[config.mk]
export PLATFORM = sky130hd
export DESIGN_NAME = bg_loader_buffer
export DESIGN_NICKNAME = d
export VERILOG_FILES = /design/src/rtl/bg_loader_buffer.sv
export SDC_FILE = /design/constraint.sdc
export NUM_CORES = 1
export LEC_CHECK = 0
export ABC_CLOCK_PERIOD_IN_PS = 25400
export CORE_AREA = 2 2 229 276
export DETAILED_ROUTE_END_ITERATION = 8
export DIE_AREA = 0 0 231 278
export PLACE_DENSITY = 0.76
export SLEW_MARGIN = 15
export SYNTH_ARGS = -nofsm -noshare
export SYNTH_HDL_FRONTEND = slang
export SYNTH_SLANG_ARGS = --single-unit
[constraint.sdc]
create_clock -name clk -period 25.4 [get_ports clk]
set_clock_uncertainty 0.1 [all_clocks]
set_input_delay 5.08 -clock clk [delete_from_list [all_inputs] [get_ports clk]]
set_output_delay 5.08 -clock clk [all_outputs]
set_load 0.05 [all_outputs]
[src/rtl/bg_loader_buffer.sv]
// Writable bias/gate weight buffer: packs a valid/ready element stream into DEPTH rows
// of UNITS_NUM elements and serves whole rows combinationally by address.
module bg_loader_buffer #(
   parameter int D_WL      = 24,
   parameter int UNITS_NUM = 5,
   parameter int DEPTH     = 6
) (
   input  logic                      clk,
   input  logic                      rst,
   input  logic                      load_start,
   input  logic                      in_valid,
   output logic                      in_ready,
   input  logic [D_WL-1:0]           in_data,
   output logic                      busy,
   output logic                      load_done,
   output logic                      loaded,
   input  logic [7:0]                addr,
   output logic [UNITS_NUM*D_WL-1:0] w_o
);

   localparam int ROW_W    = (DEPTH > 1) ? $clog2(DEPTH) : 1;
   localparam int UNIT_W   = (UNITS_NUM > 1) ? $clog2(UNITS_NUM) : 1;
   localparam int ROW_BITS = UNITS_NUM * D_WL;

   typedef enum logic [0:0] {
      IDLE = 1'b0,
      LOAD = 1'b1
   } state_t;

   state_t              state_r;
   state_t              state_nx_s;
   logic [ROW_W-1:0]    row_cnt_r;
   logic [ROW_W-1:0]    row_cnt_nx_s;
   logic [UNIT_W-1:0]   unit_cnt_r;
   logic [UNIT_W-1:0]   unit_cnt_nx_s;
   logic                busy_r;
   logic                busy_nx_s;
   logic                in_ready_r;
   logic                in_ready_nx_s;
   logic                load_done_r;
   logic                load_done_nx_s;
   logic                loaded_r;
   logic                loaded_nx_s;
   logic                accept_s;
   logic                last_unit_s;
   logic                last_elem_s;
   logic [ROW_BITS-1:0] rows_r [DEPTH];
   logic [ROW_BITS-1:0] w_s;

   assign accept_s    = in_valid & in_ready_r & (state_r == LOAD);
   assign last_unit_s = (unit_cnt_r == UNIT_W'(UNITS_NUM - 1));
   assign last_elem_s = last_unit_s & (row_cnt_r == ROW_W'(DEPTH - 1));

   // Next-state and next-output logic of the load sequencer.
   always_comb begin
      state_nx_s     = state_r;
      row_cnt_nx_s   = row_cnt_r;
      unit_cnt_nx_s  = unit_cnt_r;
      busy_nx_s      = busy_r;
      in_ready_nx_s  = in_ready_r;
      load_done_nx_s = 1'b0;
      loaded_nx_s    = loaded_r;
      case (state_r)
         IDLE: begin
            if (load_start) begin
               state_nx_s    = LOAD;
               row_cnt_nx_s  = {ROW_W{1'b0}};
               unit_cnt_nx_s = {UNIT_W{1'b0}};
               busy_nx_s     = 1'b1;
               in_ready_nx_s = 1'b1;
               loaded_nx_s   = 1'b0;
            end else begin
               state_nx_s    = IDLE;
               busy_nx_s     = 1'b0;
               in_ready_nx_s = 1'b0;
            end
         end
         LOAD: begin
            if (accept_s) begin
               if (last_elem_s) begin
                  state_nx_s     = IDLE;
                  row_cnt_nx_s   = {ROW_W{1'b0}};
                  unit_cnt_nx_s  = {UNIT_W{1'b0}};
                  busy_nx_s      = 1'b0;
                  in_ready_nx_s  = 1'b0;
                  load_done_nx_s = 1'b1;
                  loaded_nx_s    = 1'b1;
               end else if (last_unit_s) begin
                  unit_cnt_nx_s = {UNIT_W{1'b0}};
                  row_cnt_nx_s  = row_cnt_r + ROW_W'(1);
               end else begin
                  unit_cnt_nx_s = unit_cnt_r + UNIT_W'(1);
               end
            end else begin
               state_nx_s = LOAD;
            end
         end
         default: begin
            state_nx_s    = IDLE;
            row_cnt_nx_s  = {ROW_W{1'b0}};
            unit_cnt_nx_s = {UNIT_W{1'b0}};
            busy_nx_s     = 1'b0;
            in_ready_nx_s = 1'b0;
            loaded_nx_s   = 1'b0;
         end
      endcase
   end

   // Sequencer state, counters and registered status outputs.
   always_ff @(posedge clk or posedge rst) begin
      if (rst) begin
         state_r     <= IDLE;
         row_cnt_r   <= {ROW_W{1'b0}};
         unit_cnt_r  <= {UNIT_W{1'b0}};
         busy_r      <= 1'b0;
         in_ready_r  <= 1'b0;
         load_done_r <= 1'b0;
         loaded_r    <= 1'b0;
      end else begin
         state_r     <= state_nx_s;
         row_cnt_r   <= row_cnt_nx_s;
         unit_cnt_r  <= unit_cnt_nx_s;
         busy_r      <= busy_nx_s;
         in_ready_r  <= in_ready_nx_s;
         load_done_r <= load_done_nx_s;
         loaded_r    <= loaded_nx_s;
      end
   end

   // Row storage; the first element of a row lands in the most-significant slice.
   always_ff @(posedge clk or posedge rst) begin
      if (rst) begin
         for (int r = 0; r < DEPTH; r++) begin
            rows_r[r] <= {ROW_BITS{1'b0}};
         end
      end else if (accept_s) begin
         for (int r = 0; r < DEPTH; r++) begin
            for (int u = 0; u < UNITS_NUM; u++) begin
               if ((row_cnt_r == ROW_W'(r)) && (unit_cnt_r == UNIT_W'(u))) begin
                  rows_r[r][(UNITS_NUM-1-u)*D_WL +: D_WL] <= in_data;
               end
            end
         end
      end else begin
         rows_r <= rows_r;
      end
   end

   // Combinational row read; out-of-range addresses read as zero.
   always_comb begin
      w_s = {ROW_BITS{1'b0}};
      for (int r = 0; r < DEPTH; r++) begin
         if (addr == 8'(r)) begin
            w_s = rows_r[r];
         end else begin
            w_s = w_s;
         end
      end
   end

   assign w_o       = w_s;
   assign busy      = busy_r;
   assign in_ready  = in_ready_r;
   assign load_done = load_done_r;
   assign loaded    = loaded_r;

endmodule

# Yosys cells after proc, flatten, opt, wreduce, memory -nomap -nowiden
# Cells that the tools add are included.
# classes
n_addsub	2
eq_ne	18
n_mux	29
n_bitwise	4
reduce_logical	67
# ops
op	count
$mux 120	6
$reduce_and 2->1	32
$logic_and 1x1->1	30
$mux 3	7
$eq 8x2->1 const B	2
$eq 8x3->1 const B	2
$eq 3x2->1 const B	4
$pmux 3 s2	2
$mux 1	11
$eq 3x3->1 const B	3
$eq 8x1->1 const B	1
$logic_not 8->1	1
$add 3x1->3 const B	2
$eq 3x1->1 const B	2
$logic_not 3->1	2
$pmux 1 s2	3
$reduce_and 3->1	2
$ne 2x1->1 const B	2
$and 1x1->1	3
$ne 3x1->1 const B	1
$ne 2x2->1 const B	1
$not 1->1	1
# totals
regBits	730
inputBits	36

# Depth between registers and ports, before layout
# Gate-level depths: netlist of the first run.
# depth
word_depth	7
depth_mapped	9
depth_no_buf	6

# Worst setup path before layout of the first run
# OpenSTA, ideal clock, no wires.
# synth_timing
path_type	input -> output
startpoint	input addr[7]
endpoint	output w_o[100]
arrival_ns	7.186
t_required_ns	20.220
path_slack_ns	13.034
cell_stages	7
path_buffers	3
path_cell_list	or4_1 -> clkbuf_1 -> nor3_4 -> buf_2 -> buf_6 -> nand2_1 -> o22ai_1
# synth_between
elab_chain_len	7
# synth_lines
element	line	rtl
start: declaration	17	input logic [7:0] addr,
$logic_not 8->1	153	if (addr == 8'(r)) begin
$mux 120 (5 in series)	153	
$mux 120 (*)	153	
end: declaration	18	output logic [UNITS_NUM*D_WL-1:0] w_o
# Mark *: on every way between the ends. The rest lies on a longest branch, timed or not.

# Final worst setup path of the first run
# layout_timing
startpoint	input addr[0]
endpoint	output w_o[111]
# Same word-level chain as after synthesis.

==> results of run 1 <==
[kinds of logic (layout without fill, tap and decap cells)]
kind of cell               after synthesis  after routing  synth area share, %
DFF                                    730            730                54.51
buffers and inverters                  254            339                3.222
muxes                                  915            915                31.60
adders and majority gates               10             10               0.3734
AOI/OAI and AO/OA                      245            245                5.264
other                                    0              1                    0
and+or+nand+nor                        368            368                5.033
[where the power goes]
part | switching [mW] | leakage (nW) | internal, mW
Combinational | 0.242 | 7.23 | 0.337
Sequential | 0.152 | 9.96 | 1.46
Clock | 0.439 | 1.15 | 0.627
[worst paths after layout]
path	slack, ns	end
hold reg to reg	0.40	rows_r[672]$_DFFE_PP0P_
max in group asynchronous	17.06	rows_r[387]$_DFFE_PP0P_
hold / removal	0.40	rows_r[672]$_DFFE_PP0P_
setup / recovery	10.72	w_o[111]
setup reg to reg	22.21	rows_r[181]$_DFFE_PP0P_
min in group asynchronous	4.89	rows_r[85]$_DFFE_PP0P_
[synth_stat cells, types with 2 or more instances]
library cell,instances,area (um2)
dfrtp_1,730,18270
mux2_2,723,8142
nand2_1,177,664.4
clkbuf_1,155,581.8
mux2i_1,150,1501
nor2b_1,80,500.5
buf_2,77,385.4
nor2_1,75,281.5
a221oi_1,74,648.1
o22ai_1,74,462.9
mux4_2,42,945.9
a22oi_1,34,255.2
a21oi_1,32,160.2
a2bb2oi_1,11,96.34
ha_1,10,125.1
buf_1,9,33.78
o21ai_0,8,40.04
inv_1,7,26.28
nand3_1,6,30.03
and2_1,5,31.28
nor2_2,5,31.28
and3_1,4,25.02
buf_4,4,30.03
a32o_1,3,30.03
nand4_1,3,18.77
o31ai_1,3,22.52
or3_1,3,18.77
a21o_1,2,15.01
buf_6,2,22.52
nand2b_1,2,12.51
[metal layers]
layer  vias to the layer above  GRT usage (%)  routed length, um
li1                       9129              -                  -
met1                     11350          34.92              35720
met2                       614          44.83              42080
met3                       147          3.566               3924
met4                         0          10.31               2669
met5                         -              0                  0
[critical path, cell delays in order]
cell and delay [ns]:
buf_8 0.66, buf_4 0.89, buf_4 0.97, mux4_2 0.60
a22oi_1 0.22, a21oi_1 0.13, clkdlybuf4s50_1 0.75
[cell type report]
type                    instances  area, um2  share of cell area (%)
flip-flops and latches        730      18270                   48.28
multi-input cells            1538      14210                   37.55
clock buffers                 104       2113                   5.586
repair buffers                212       1962                   5.186
well taps                     816       1021                   2.699
clock inverters                16      230.2                  0.6085
inverters                       7      30.03                 0.07937
diodes                          1      2.502                0.006614
[state kept, by name (all words and copies together) (netlist names)]
name        flops
in_ready        1
load_done       1
loaded          1
row_cnt_r       3
rows_r        720
state_r         1
unit_cnt_r      3
[per-stage QoR]
step	hold WS [ns]	total power, mW	instances
after floorplan	0.3712	2.059	2522
after global placement	0.3789	2.151	3303
after detailed placement	0.3848	2.203	3303
after CTS	0.3981	3.272	3423
after global routing	0.4012	3.400	3424
final	0.3971	3.254	3424
==> metrics.yaml, run 1 <==
status: "finished, final reports clean"
syn-num-nets: 2568
synth_ff_type: "dfrtp_1"
wl_per_cell_um: 24.65
synth-seq-cells: 730
die_w_um: 231
final_cell_mix: "dfrtp_1, mux2_2, nand2_1"
yosysWarningCount: 0
rr_worst_depth: 5
crit_start: "addr[0]"
p_per_area_nw_per_um2: 86.00
drtPass1Iterations: 5
grt_pass1_vias: 22600
fill_cells: 4651
numCtsBuffers: 71
numClockSinks: 730
tightestPinTransition_ns: 1.199
cts_resized: 0
gp_congestion: 0.7971
cts-root-buf: "clkbuf_16"
relSlewSlack_pct: 19.84
avgSynthCellArea_um2: 13.29
die_y_um: 278
syn_to_final_growth_pct: 12.90
end_kind: "output pin"
rr_startpoint: "in_ready$_DFFE_PP0P_"
fmaxAchievable_mhz: 68.14
hold_path_depth: 1
route.detailed.drc: 0
cts_tree: "built"
hold_path.class: "reg -> reg"
synth_area_um2: 33510
synth.yosys.seq_area_share_pct: 54.51
core_area_um2: 61560
grt_use_total_pct: 26.55
start_kind: "input port"
crit_fanout: 109
synth_edf_count: 0
hold_buffers: 0
utilization_pct: 61.46
die_area_um2: 64220
grt_max_degree: 185
setup_slack_ns: 10.72
worstSetupPathType: "in -> out"
required_ns: 20.22
clkSlewWorstSetupHoldPaths_ns: 0.06
fin_crit_ns: 14.68
dp_hpwl_mm: 48.51
post_dp_cell_area_um2: 35530
rsz0062_at_grt: "false"
htree_num_levels: 3
drtIter0Drc: 1528
tns_ns: 0
rows: 100
clock_latency_ns: 0.60
worst_ep_arrival_time_ns: 9.50
holdCritStartpoint: "rows_r[672]$_DFFE_PP0P_"
port-buffer-count: 159
drt-total-wl_mm: 84.40
maxCapViolations: 0
layout-drive-gt1-share_pct: 36.71
antenna_found_initial: 1
cts_setup_buffers: 0
fin_crit_sh_pct: 57.78
nNetsFinal: 2606
start_util_pct: 54.44
slew_viol_final: 0
grt_pass1_wl_mm: 131.5
pre_cts_slack_ns: 10.72
async_flop_share_pct: 100.0
vias: 21240
irDropWorstVdd_mv: 0.05094
yosysUniqueCellTypes: 42
cts.path.max_buffers: 3
viasPerCell: 6.202
final_hold_viol_count: 0
synth_cells: 2522
final_common_cell: "dfrtp_1"
ant_nets: 0
fin_area_um2: 37830
leakagePower_nw: 18.33
setup_viol: 0
io_pins: 160
overflow: 0
No activity file was read; power rests on OpenSTA's default activity.
==> run 2, diff against run 1 <==
==> config.mk (replaced) <==
export PLATFORM = sky130hd
export DESIGN_NAME = bg_loader_buffer
export DESIGN_NICKNAME = d
export VERILOG_FILES = /design/src/rtl/bg_loader_buffer.sv
export SDC_FILE = /design/constraint.sdc
export NUM_CORES = 1
export LEC_CHECK = 0
export ABC_CLOCK_PERIOD_IN_PS = 13750
export CORE_AREA = 2 2 219 264
export DETAILED_ROUTE_END_ITERATION = 8
export DIE_AREA = 0 0 221 266
export PLACE_DENSITY = 0.79
export SLEW_MARGIN = 15
export SYNTH_ARGS = -nofsm -noshare
export SYNTH_HDL_FRONTEND = slang
export SYNTH_SLANG_ARGS = --single-unit
==> constraint.sdc (replaced) <==
create_clock -name clk -period 13.75 [get_ports clk]
set_clock_uncertainty 0.1 [all_clocks]
set_input_delay 2.75 -clock clk [delete_from_list [all_inputs] [get_ports clk]]
set_output_delay 2.75 -clock clk [all_outputs]
set_load 0.05 [all_outputs]
==> run 2 against run 1 <==
Against the previous run:
- critical path type unchanged
- design area increased by 0.24%
- critical endpoint is now w_o[12]
- setup slack worse by 6.7 ns
- combinational power is 87% higher
- sequential power is 86% higher
==> metrics.yaml, run 2 (synthesized netlist as in run 1, its figures left out) <==
die_w_um: 221
crit_family: "buffers and inverters"
die_area_um2: 58790
final_common_cell: "dfrtp_1"
tightestPinTransition_ns: 1.223
setup_viol: 0
tns_ns: 0
end_kind: "output pin"
required_ns: 10.90
ff2ff_setup_slack_ns: 10.63
layout-drive-gt1-share_pct: 37.03
grt_pass1_vias: 22860
cts.path.max_buffers: 3
drtIter0Drc: 1512
worstSetupPathType: "in -> out"
crit_fanout: 124
relSlewSlack_pct: 18.47
crit_buf_inv: 4
holdCritStartpoint: "rows_r[698]$_DFFE_PP0P_"
port-buffer-count: 159
dp_hpwl_mm: 48.33
top_register: "rows_r"
hold_path_depth: 1
gp_congestion: 0.7637
slew_viol_final: 0
slowest_delay_ns: 0.86
utilization_pct: 67.04
htree_num_levels: 3
ant_nets: 0
clkSlewWorstSetupHoldPaths_ns: 0.06
largest_reg_flops: 720
clock_latency_ns: 0.62
reg2reg_to: "rows_r[185]$_DFFE_PP0P_"
overflow: 0
grt_max_degree: 205
nNetsFinal: 2613
multi_input_area_um2: 14200
fmaxAchievable_mhz: 102.4
cp_cell_sequence: "buf_8, buf_4, buf_4, mux4_2, a22oi_1, a21oi_1, clkdlybuf4s50_1"
final_cell_mix: "dfrtp_1, mux2_2, nand2_1"
grt_pass1_wl_mm: 131.9
die_y_um: 266
final_hold_viol_count: 0
status: "finished, final reports clean"
rsz0062_at_grt: "false"
core_area_um2: 56570
leakagePower_nw: 18.44
wl_per_cell_um: 25.01
grt_use_total_pct: 28.83
cts-root-buf: "clkbuf_16"
rr_startpoint: "in_ready$_DFFE_PP0P_"
top_regs: "rows_r (720), row_cnt_r (3), unit_cnt_r (3)"
syn_to_final_growth_pct: 13.17
route.detailed.drc: 0
start_kind: "input port"
worst_hold_path.endpoint: "rows_r[698]$_DFFE_PP0P_"
fill_cells: 3943
cts_resized: 0
maxCapViolations: 0
vias: 21320
hold_path.class: "reg -> reg"
rr_worst_depth: 5
io_pins: 160
numCtsBuffers: 73
cpMaxStageDelayCell: "buf_4"
cts_setup_buffers: 0
fin_crit_ns: 9.770
antenna_found_initial: 1
fin_crit_sh_pct: 71.06
rows: 96
viasPerCell: 6.349
p_per_area_nw_per_um2: 160.6
worst_ep_arrival_time_ns: 6.92
ff_latch_area_um2: 18270
drtPass1Iterations: 5
numClockSinks: 730
drt-total-wl_mm: 84.00
cp_common_cell: "buf_4"
hold_buffers: 0
irDropWorstVdd_mv: 0.1136
cts_tree: "built"
start_util_pct: 59.24
run 2: cell types whose count changed in the layout (fill, tap and decap cells not counted), sizes merged:
cell / previous run / this run
buf: 65 / 72
bufinv: 5 / 4
clkbuf: 104 / 111
clkdlybuf4s50: 147 / 145
clkinv: 8 / 11
inv: 8 / 9
run 2: metal layers:
metal	GRT usage, %	vias up	wire, um	part of all wire (%)
li1	-	9166	-	-
met1	37.80	11310	35040	42
met2	48.08	656	41420	49
met3	4.665	186	4565	5.4
met4	12.13	0	2974	3.5
met5	0	-	0	0
run 2: how the worst max path moves through the flow:
stage / to / slack, ns / startpoint / cells after the start
3_3_place_gp: w_o[33] / 4.00 / addr[0] / 7
5_1_grt: w_o[12] / 3.74 / addr[0] / 7
2_1_floorplan: in_ready$_DFFE_PP0P_ / 0.90 / rst / 1
3_5_place_dp: w_o[33] / 3.97 / addr[0] / 7
6_report: w_o[12] / 3.98 / addr[0] / 7
4_1_cts: w_o[33] / 3.96 / addr[0] / 7
run 2: per-stage QoR:
stage	std cells	hold WS (ns)	instance area (um2)	setup WS [ns]	power, mW
after floorplan	2522	0.3712	33520	0.8984	3.804
after global placement	3224	0.3786	35460	4.000	3.981
after detailed placement	3224	0.3851	35440	3.972	4.087
after CTS	3354	0.3979	37880	3.962	6.114
after global routing	3358	0.4013	37930	3.740	6.352
final	3358	0.3933	37930	3.980	6.089
run 2: area by class of cell:
cell class	count	area share [%]
tap	735	2.425
antenna	1	0.006598
clock inverter	19	0.5510
inverter	7	0.07918
multi-input combinational	1538	37.45
sequential	730	48.17
clock buffer	111	5.886
timing repair buffer	217	5.437
run 2: report_power, final:
part | internal, mW | total [mW] | leakage (nW) | switching [mW]
Clock | 1.19 | 2.02 | 1.21 | 0.829
Sequential | 2.69 | 2.99 | 9.96 | 0.296
Combinational | 0.625 | 1.08 | 7.28 | 0.454
==> run 3, diff against run 2 <==
==> config.mk (replaced) <==
export PLATFORM = sky130hd
export DESIGN_NAME = bg_loader_buffer
export DESIGN_NICKNAME = d
export VERILOG_FILES = /design/src/rtl/bg_loader_buffer.sv
export SDC_FILE = /design/constraint.sdc
export NUM_CORES = 1
export LEC_CHECK = 0
export ABC_CLOCK_PERIOD_IN_PS = 8300
export CORE_AREA = 2 2 229 276
export DETAILED_ROUTE_END_ITERATION = 8
export DIE_AREA = 0 0 231 278
export PLACE_DENSITY = 0.76
export SLEW_MARGIN = 15
export SYNTH_ARGS = -nofsm -noshare
export SYNTH_HDL_FRONTEND = slang
export SYNTH_SLANG_ARGS = --single-unit
==> constraint.sdc (replaced) <==
create_clock -name clk -period 8.3 [get_ports clk]
set_clock_uncertainty 0.1 [all_clocks]
set_input_delay 1.66 -clock clk [delete_from_list [all_inputs] [get_ports clk]]
set_output_delay 1.66 -clock clk [all_outputs]
set_load 0.05 [all_outputs]
==> run 3 against run 2 <==
Against the previous run:
- sequential share of layout area hardly changed
- largest cell class unchanged
- largest power group unchanged
- total power is 63% higher
- non-clock buffer count is 2 lower
- final cell count is 2.3% higher
- clock power is 61% higher
- global-route usage is 2.4 points lower
- sequential power is 65% higher
- worst hold slack worse by 0.00075 ns
- count of clock-buffer cells in the layout is 1 lower
==> metrics.yaml, run 3 (synthesized netlist as in run 1, its figures left out) <==
crit_buf_inv: 3
grt_pass1_wl_mm: 130.8
hold_buffers: 0
layout-drive-gt1-share_pct: 36.68
numCtsBuffers: 72
final_common_cell: "dfrtp_1"
drt-total-wl_mm: 83.96
dp.cells: 3306
cts-root-buf: "clkbuf_16"
maxCapViolations: 0
hold_path.class: "reg -> reg"
start_util_pct: 54.44
status: "finished, final reports clean"
numClockSinks: 730
route.detailed.drc: 0
port-buffer-count: 159
required_ns: 6.54
end_kind: "output pin"
crit_family: "buffers and inverters"
cts.path.max_buffers: 3
gp_congestion: 0.7937
final_cell_mix: "dfrtp_1, mux2_2, nand2_1"
tightestPinTransition_ns: 1.240
nNetsFinal: 2610
wl_per_cell_um: 24.44
largest_reg_flops: 720
drtIter0Drc: 1666
fin_crit_ns: 6.774
instances_no_fill: 3436
htree_num_levels: 3
viasPerCell: 6.188
cts_resized: 0
setup_viol: 0
fin_area_um2: 37940
fin_crit_sh_pct: 81.62
worst_ep_arrival_time_ns: 5.01
syn_to_final_growth_pct: 13.21
cts_tree: "built"
dp_hpwl_mm: 47.97
start_kind: "input port"
grt_use_total_pct: 26.42
cpMaxStageDelayCell: "clkdlybuf4s50_1"
overflow: 0
rsz0062_at_grt: "false"
slew_viol_final: 0
whs_ns: 0.3926
fmaxAchievable_mhz: 147.6
rows: 100
crit_fanout: 117
relSlewSlack_pct: 17.31
die_area_um2: 64220
grt_max_degree: 170
drtPass1Iterations: 5
final_hold_viol_count: 0
ff2ff_setup_slack_ns: 5.51
post_dp_cell_area_um2: 35630
io_pins: 160
die_y_um: 278
cp_cell_sequence: "clkdlybuf4s50_1, or4_1, nor3_4, buf_12, a22oi_1, a21oi_1, clkdlybuf4s50_1"
top_register: "rows_r"
clkSlewWorstSetupHoldPaths_ns: 0.06
p_per_area_nw_per_um2: 262.1
worstSetupPathType: "in -> out"
leakagePower_nw: 18.38
cp_common_cell: "clkdlybuf4s50_1"
slowest_delay_ns: 0.88
vias: 21260
grt_pass1_vias: 22400
top_regs: "rows_r (720), row_cnt_r (3), unit_cnt_r (3)"
clock_latency_ns: 0.62
cts_setup_buffers: 0
irDropWorstVdd_mv: 0.1868
die_w_um: 231
ant_nets: 0
core_area_um2: 61560
antenna_found_initial: 3
[run 3: changes by cell type in the layout (fill, tap and decap cells not counted), moves of 3 or more]
| cell | previous run | this run |
|---|---|---|
| clkdlybuf4s50_1 | 145 | 148 |
| clkbuf_8 | 22 | 14 |
| buf_4 | 52 | 49 |
| buf_2 | 12 | 9 |
| buf_12 | 2 | 7 |
| clkbuf_1 | 14 | 19 |
| buf_16 | 3 | 0 |
[run 3: final timing paths]
check | end | cells after the start | start
setup / recovery | w_o[105] | 7 | addr[7]
hold / removal | loaded$_DFFE_PP0P_ | 1 | loaded$_DFFE_PP0P_
setup reg to reg | rows_r[319]$_DFFE_PP0P_ | 7 | row_cnt_r[0]$_DFFE_PP0P_
hold reg to reg | loaded$_DFFE_PP0P_ | 1 | loaded$_DFFE_PP0P_
max in group asynchronous | rows_r[19]$_DFFE_PP0N_ | 4 | rst
min in group asynchronous | rows_r[685]$_DFFE_PP0P_ | 2 | rst
[run 3: cell type report]
class	count	area [um2]
clock inverters	17	155.1
flip-flops and latches	730	18270
repair buffers	215	2061
clock buffers	110	2191
multi-input cells	1538	14210
diodes	3	7.507
inverters	7	30.03
fillers	4726	23620
well taps	816	1021
[run 3: routing by layer]
layer / GRT usage, % / share of wire (%)
met1: 35.37 / 42
met4: 7.494 / 2.0
met3: 3.945 / 4.6
met2: 44.91 / 51
met5: 0 / 0
[run 3: power breakdown]
| part | switching (mW) | internal [mW] |
|---|---|---|
| Combinational | 0.737 | 1.03 |
| Sequential | 0.467 | 4.46 |
| Clock | 1.36 | 1.88 |
[run 3: through the flow]
| step | utilization, % | setup WS, ns | setup TNS, ns | power, mW |
|---|---|---|---|---|
| after floorplan | - | -3.462 | -2526.97 | 6.302 |
| after global placement | 57.88 | 1.586 | 0 | 6.585 |
| after detailed placement | 57.87 | 1.583 | 0 | 6.754 |
| after CTS | 61.69 | 1.580 | 0 | 10.00 |
| after global routing | 61.63 | 1.421 | 0 | 10.40 |
| final | 61.63 | 1.526 | 0 | 9.943 |
